File: src/rtl/mem_arbiter.sv
// Arbitrates one memory port between instruction fetch and load/store, one transaction in flight.
// Define MEM_ARB_RR_EN for round-robin arbitration instead of fixed D priority with starvation guard.
module mem_arbiter #(
  parameter int STARVE_MAX = 4,
  parameter int TIMEOUT    = 16
) (
  input  logic        clk,
  input  logic        reset,
  input  logic        if_req,
  input  logic [31:0] if_addr,
  output logic        if_gnt,
  output logic        if_rvalid,
  output logic [31:0] if_rdata,
  input  logic        d_req,
  input  logic        d_wen,
  input  logic [31:0] d_addr,
  input  logic [31:0] d_wdata,
  input  logic [3:0]  d_wstrb,
  output logic        d_gnt,
  output logic        d_rvalid,
  output logic [31:0] d_rdata,
  output logic        err,
  output logic        mem_req,
  output logic        mem_wen,
  output logic [31:0] mem_addr,
  output logic [31:0] mem_wdata,
  output logic [3:0]  mem_wstrb,
  input  logic        mem_rvalid,
  input  logic [31:0] mem_rdata
);

  typedef enum logic [1:0] {IDLE, BUSY_IF, BUSY_D} state_t;

  localparam int TW = $clog2(TIMEOUT + 1);

  state_t        state, next_state;
  logic [TW-1:0] tmo_cnt;
  logic          cur_store;
  logic          grant_if, grant_d;
  logic          done, tmo, finish;
  logic [31:0]   resp_data;

`ifdef MEM_ARB_RR_EN
  logic prio_if;

  always_ff @(posedge clk or negedge reset) begin
    if (!reset)
      prio_if <= 1'b0;
    else if (grant_if || grant_d)
      prio_if <= ~prio_if;
  end

  assign grant_if = (state == IDLE) && if_req && (!d_req || prio_if);
`else
  localparam int SW = $clog2(STARVE_MAX + 1);
  logic [SW-1:0] starve_cnt;

  // Counts D wins that a waiting fetch lost; reaching STARVE_MAX hands the next slot to IF.
  always_ff @(posedge clk or negedge reset) begin
    if (!reset)
      starve_cnt <= '0;
    else if (!if_req || grant_if)
      starve_cnt <= '0;
    else if (grant_d)
      starve_cnt <= starve_cnt + 1'b1;
  end

  assign grant_if = (state == IDLE) && if_req && (!d_req || starve_cnt == SW'(STARVE_MAX));
`endif

  assign grant_d = (state == IDLE) && d_req && !grant_if;

  always_ff @(posedge clk or negedge reset) begin
    if (!reset)
      state <= IDLE;
    else
      state <= next_state;
  end

  // A completion arriving on the timeout cycle takes precedence over the abort.
  always_comb begin
    next_state = state;
    done       = 1'b0;
    tmo        = 1'b0;
    resp_data  = 32'h0;
    case (state)
      IDLE: begin
        if (grant_if)
          next_state = BUSY_IF;
        else if (grant_d)
          next_state = BUSY_D;
      end
      BUSY_IF, BUSY_D: begin
        done = mem_rvalid;
        tmo  = !mem_rvalid && (tmo_cnt == TW'(TIMEOUT));
        if (done || tmo)
          next_state = IDLE;
        if (tmo)
          resp_data = 32'hDEADBEEF;
        else if (!(state == BUSY_D && cur_store))
          resp_data = mem_rdata;
      end
      default: next_state = IDLE;
    endcase
  end

  assign finish = done || tmo;

  always_ff @(posedge clk or negedge reset) begin
    if (!reset) begin
      if_gnt    <= 1'b0;
      d_gnt     <= 1'b0;
      mem_req   <= 1'b0;
      mem_wen   <= 1'b0;
      mem_addr  <= 32'h0;
      mem_wdata <= 32'h0;
      mem_wstrb <= 4'h0;
      cur_store <= 1'b0;
      if_rvalid <= 1'b0;
      d_rvalid  <= 1'b0;
      if_rdata  <= 32'h0;
      d_rdata   <= 32'h0;
      err       <= 1'b0;
      tmo_cnt   <= '0;
    end else begin
      if_gnt    <= grant_if;
      d_gnt     <= grant_d;
      mem_req   <= grant_if || grant_d;
      mem_wen   <= grant_d && d_wen;
      mem_addr  <= grant_if ? if_addr : (grant_d ? d_addr : 32'h0);
      mem_wdata <= (grant_d && d_wen) ? d_wdata : 32'h0;
      mem_wstrb <= (grant_d && d_wen) ? d_wstrb : 4'h0;
      if (grant_d)
        cur_store <= d_wen;
      if_rvalid <= (state == BUSY_IF) && finish;
      d_rvalid  <= (state == BUSY_D) && finish;
      if_rdata  <= ((state == BUSY_IF) && finish) ? resp_data : 32'h0;
      d_rdata   <= ((state == BUSY_D) && finish) ? resp_data : 32'h0;
      err       <= tmo;
      tmo_cnt   <= (state != IDLE && next_state != IDLE) ? tmo_cnt + 1'b1 : '0;
    end
  end

endmodule

File: config.mk
export PLATFORM = sky130hd
export DESIGN_NAME = mem_arbiter
export DESIGN_NICKNAME = d
export VERILOG_FILES = /design/src/rtl/mem_arbiter.sv
export SDC_FILE = /design/constraint.sdc
export NUM_CORES = 1
export LEC_CHECK = 0
export CAP_MARGIN = 20
export CORE_MARGIN = 8
export CORE_UTILIZATION = 43
export DETAILED_ROUTE_END_ITERATION = 6
export GPL_TIMING_DRIVEN = 0
export MAX_ROUTING_LAYER = met4
export PLACE_DENSITY = 0.95
export SLEW_MARGIN = 10
export SYNTH_ARGS = -nofsm -noshare
export SYNTH_HDL_FRONTEND = slang
export SYNTH_SLANG_ARGS = --single-unit
File: constraint.sdc
create_clock -name clk -period 3.6 [get_ports clk]
set_input_delay 0.36 -clock clk [delete_from_list [all_inputs] [get_ports clk]]
set_output_delay 0.36 -clock clk [all_outputs]
set_load 0.005 [all_outputs]
==> impl.org <==
** Clock network
- The number of clock buffers added by TritonCTS is 17.
- The H-tree was split into 4 levels.
- Clock tree synthesis found a total of 150 sinks.
- Root Buffer :: clkbuf_16
- CTS max path bufs :: 2
- Clock latency on the worst-skew pair :: roughly 0.42 ns
- Setup repair bufs after CTS :: 0
- Clock-pin slew reported for the worst setup and hold paths after clock tree synthesis :: roughly 0.06 ns
- Resize count post-CTS :: 0
- TritonCTS built the clock tree.
- The number of hold buffers added after CTS was 1.

** Place
- The congestion estimate from routability-driven global placement came to about 0.85.
- Worst slack at placement :: around 1.3 ns
- Detailed placement ended at an HPWL of between 10000 and 15000 um.
- In this run the tool buffered the top-level ports with between 200 and 300 buffer cells.

** Floorplan
- During I/O placement, the number of pins put on the boundary was about 280.
- Die outline height :: 127 um
- In this run the horizontal extent of the chip is around 130 um.
- The floorplan step defined a core boundary enclosing roughly 0.012 mm2.
- Starting Density :: 0.443
- The floorplan step defined a die boundary enclosing about 0.016 mm2.
- Num rows :: 40

** GRT
- The first global-routing pass estimated approximately 30000 um of wire.
- The number of antenna violations at the first check in global routing came to 1.
- The number of global-route vias before repair came to 5001.
- Global route overflow :: 0
- Entering global routing, the biggest net connects ~90 pins.
- met2 is the most crowded layer.
- In the global route stage, overall resource usage came out at 0.248.
- For met2 alone, demand over resource in global routing was 0.438.
- For this run, global-route usage on met3 was measured as 0.0720.
- Met1 capacity usage during global routing :: 0.248

** Detailed routing
- Number of nets with antenna violations after detailed routing :: 0
- Total iterations of the first detailed-routing run :: 5
- Number of DRC markers in iteration 0 :: around 470
- Total wire length :: around 20000 um
- In the routed design, unresolved DRC markers number 0.
- Number of vias in the routed layout :: ~4700
- Avg WL per Cell :: between 20 and 25 um
- Using the TritonRoute via totals, the vias-per-cell ratio works out to ~5.2.

** STA
- Setup violations remaining at the end of the flow were counted as 0.
- Max Freq :: 424 MHz
- Final-report hold violation count :: 0
- Dividing the final minimum period by the clock period gives 0.655.
- The number of slew-limit violations in the final report came to 0.
- Setup slack closes at around 1.2 ns.
- The clock period could shrink to approximately 2.4 ns.
- Setup repair after global routing left no endpoint under its margin.
- Measured against its own limit, the worst slew margin works out to 0.610.
- Final clock skew :: 0.00585 ns
- At the pin with the least slew margin, the transition time is 0.585 ns.

** Power and ir drop
- Maximum resistive drop on vdd :: 0.395 mV
- Sequential group share of total power :: 0.370
- Net Switching :: ~1.5 mW
- Static leakage :: between 4 and 5 nW
- Power density relative to cell area :: about 600 mW/mm2
- Of the total power, the share spent switching nets is 0.282.
- Part of the power in the clock network :: 0.360
- Combinational group share of total power :: 0.270
- The internal portion of the total power is 3.89 mW.

** Yosys
- During synthesis, Yosys emitted a total of 0 warnings.
- Net count after synthesis :: ~570
- Counting flops with an async set or reset pin after synthesis yields a share of 1.00.
- Post-Syn Area per Cell :: between 10 and 15 um2
- Netlist cell types :: 33
- The synthesized design contains 150 register bits.
- The synthesized netlist occupies a cell area of 0.00534 mm2.
- Yosys mapped a number of flops with a built-in enable equal to 0.
- Synthesis handed over a netlist of between 400 and 500 instances.
- Among all flip-flop cells after synthesis, the most frequent one is dfrtp_1.
- Seq/Total Area, Yosys :: 0.702

** Critical path
- Critical-path maximum fanout :: 10
- Data on the critical path is required at its endpoint by 3.93 ns.
- By startpoint and endpoint, the worst setup path is classified as reg -> reg.
- At the worst endpoint, the arrival time is 2.69 ns.
- Critical path launch point type :: flop
- Kind of end point of the critical path :: flop

** Cells and area
- The top cell types in the final layout, fill and taps aside, are clkdlybuf4s50_1, dfrtp_1, a21oi_1.
- Leaving out fill and tap cells, the most frequent cell in the layout is clkdlybuf4s50_1.
- At the end of the flow the core is filled with cells to 0.746.
- The area growth from synthesis to layout is 68.5%.
- Total Nets Final :: 870
- After filler insertion, the fill cell instance count of the layout stands at between 600 and 700.
- In the final layout, flip-flops and latches occupy roughly 0.0038 mm2.
- In the final layout, the share of cells above drive strength 1 is 0.0584.
- Area occupied by multi-input gates :: approximately 0.0014 mm2

** Hold path
- In this run the worst hold path is classified as in -> reg.

** Flow run
- Max-cap violations in this run came to 0.

** Run status
- The run finished with clean final reports.
==> Yosys cell counts, drive strengths merged, types with 2 or more instances <==
library cell / instances / area [um2]
a21oi: 52 / 260
nand3: 6 / 30.0
nor2: 13 / 48.8
xor2: 2 / 17.5
clkbuf: 23 / 86.3
buf: 6 / 30.0
nand2: 51 / 191
a22o: 32 / 280
a21boi: 2 / 15.0
ha: 8 / 100
and3: 45 / 282
and2: 10 / 62.6
inv: 11 / 41.3
dfrtp: 150 / 3750
==> through the flow <==
step	cells	hold WS (ns)	TNS, ns	power, mW	instance area, um2
after detailed placement	872	0.377	0	3.46	8340
after CTS	904	0.366	0	5.44	9000
final	905	0.380	0	5.42	9000
after global routing	905	0.397	0	5.65	9000
after floorplan	428	0.0644	0	2.62	5340
after global placement	871	0.463	-491.18	3.39	8310
==> registers in the layout, indices dropped and copies added, names as in the netlist, 2 cells and up <==
name	count
if_rdata	32
mem_wdata	32
mem_addr	32
tmo_cnt	5
starve_cnt	3
state	2
mem_wstrb	4
d_rdata	32
==> worst paths after layout <==
path,from,endpoint,slack (ns),depth (start not counted)
min reg2reg,tmo_cnt[0]$_DFF_PN0_,tmo_cnt[0]$_DFF_PN0_,0.51,1
max in group asynchronous,reset,mem_addr[28]$_DFF_PN0_,2.26,3
min in group asynchronous,reset,if_rdata[22]$_DFF_PN0_,0.52,2
max reg2reg,state[1]$_DFF_PN0_,if_rdata[30]$_DFF_PN0_,1.24,6
min,d_wen,mem_wen$_DFF_PN0_,0.38,2
max,state[1]$_DFF_PN0_,if_rdata[30]$_DFF_PN0_,1.24,6
==> critical path, cell delays in order, from the launching register on <==
cell and delay [ns]:
dfrtp_1 0.44, inv_1 0.09, ha_1 0.40, a21boi_1 0.49
clkbuf_1 0.44, nand2_1 0.16, a21oi_1 0.24
==> cell families (layout without fill, tap and decap cells) <==
| kind of cell | after synthesis | count (layout) | synth area share |
|---|---|---|---|
| multiplexers | 1 | 1 | 0.00211 |
| adder cells (fa/ha/maj) | 8 | 8 | 0.0187 |
| buffers and inverters | 40 | 348 | 0.0295 |
| other | 0 | 1 | 0 |
| XOR/XNOR | 3 | 3 | 0.00492 |
| AO/OA/AOI/OAI | 91 | 91 | 0.111 |
| flip-flops | 150 | 150 | 0.702 |
| AND/OR/NAND/NOR | 135 | 135 | 0.131 |
==> per-layer routing <==
layer | vias up | part of all wire | wire (um)
met5 | - | 0 | 0
met4 | 0 | 0.031 | 620
met3 | 54 | 0.079 | 1560
met2 | 241 | 0.55 | 10800
met1 | 2310 | 0.34 | 6800
li1 | 2064 | - | -
==> cell type report <==
class                   count  share of cell area
flip-flops and latches    150               0.417
repair buffers            277               0.310
multi-input cells         238               0.159
clock buffers              19              0.0503
well taps                 168              0.0233
clock inverters            12              0.0224
plain buffers              29              0.0129
inverters                  11             0.00459
diodes                      1            0.000278
==> power by group through the flow <==
| stage | combinational, mW | clock, mW | sequential, mW |
|---|---|---|---|
| floorplan | 0.587 | 0 | 2.04 |
| CTS | 1.46 | 1.98 | 2.00 |
| detailed placement | 1.43 | 0 | 2.03 |
| global placement | 1.37 | 0 | 2.02 |
| global route | 1.58 | 2.05 | 2.02 |
| finish | 1.46 | 1.95 | 2.01 |
Note: power is estimated with default switching activity, not from simulation.
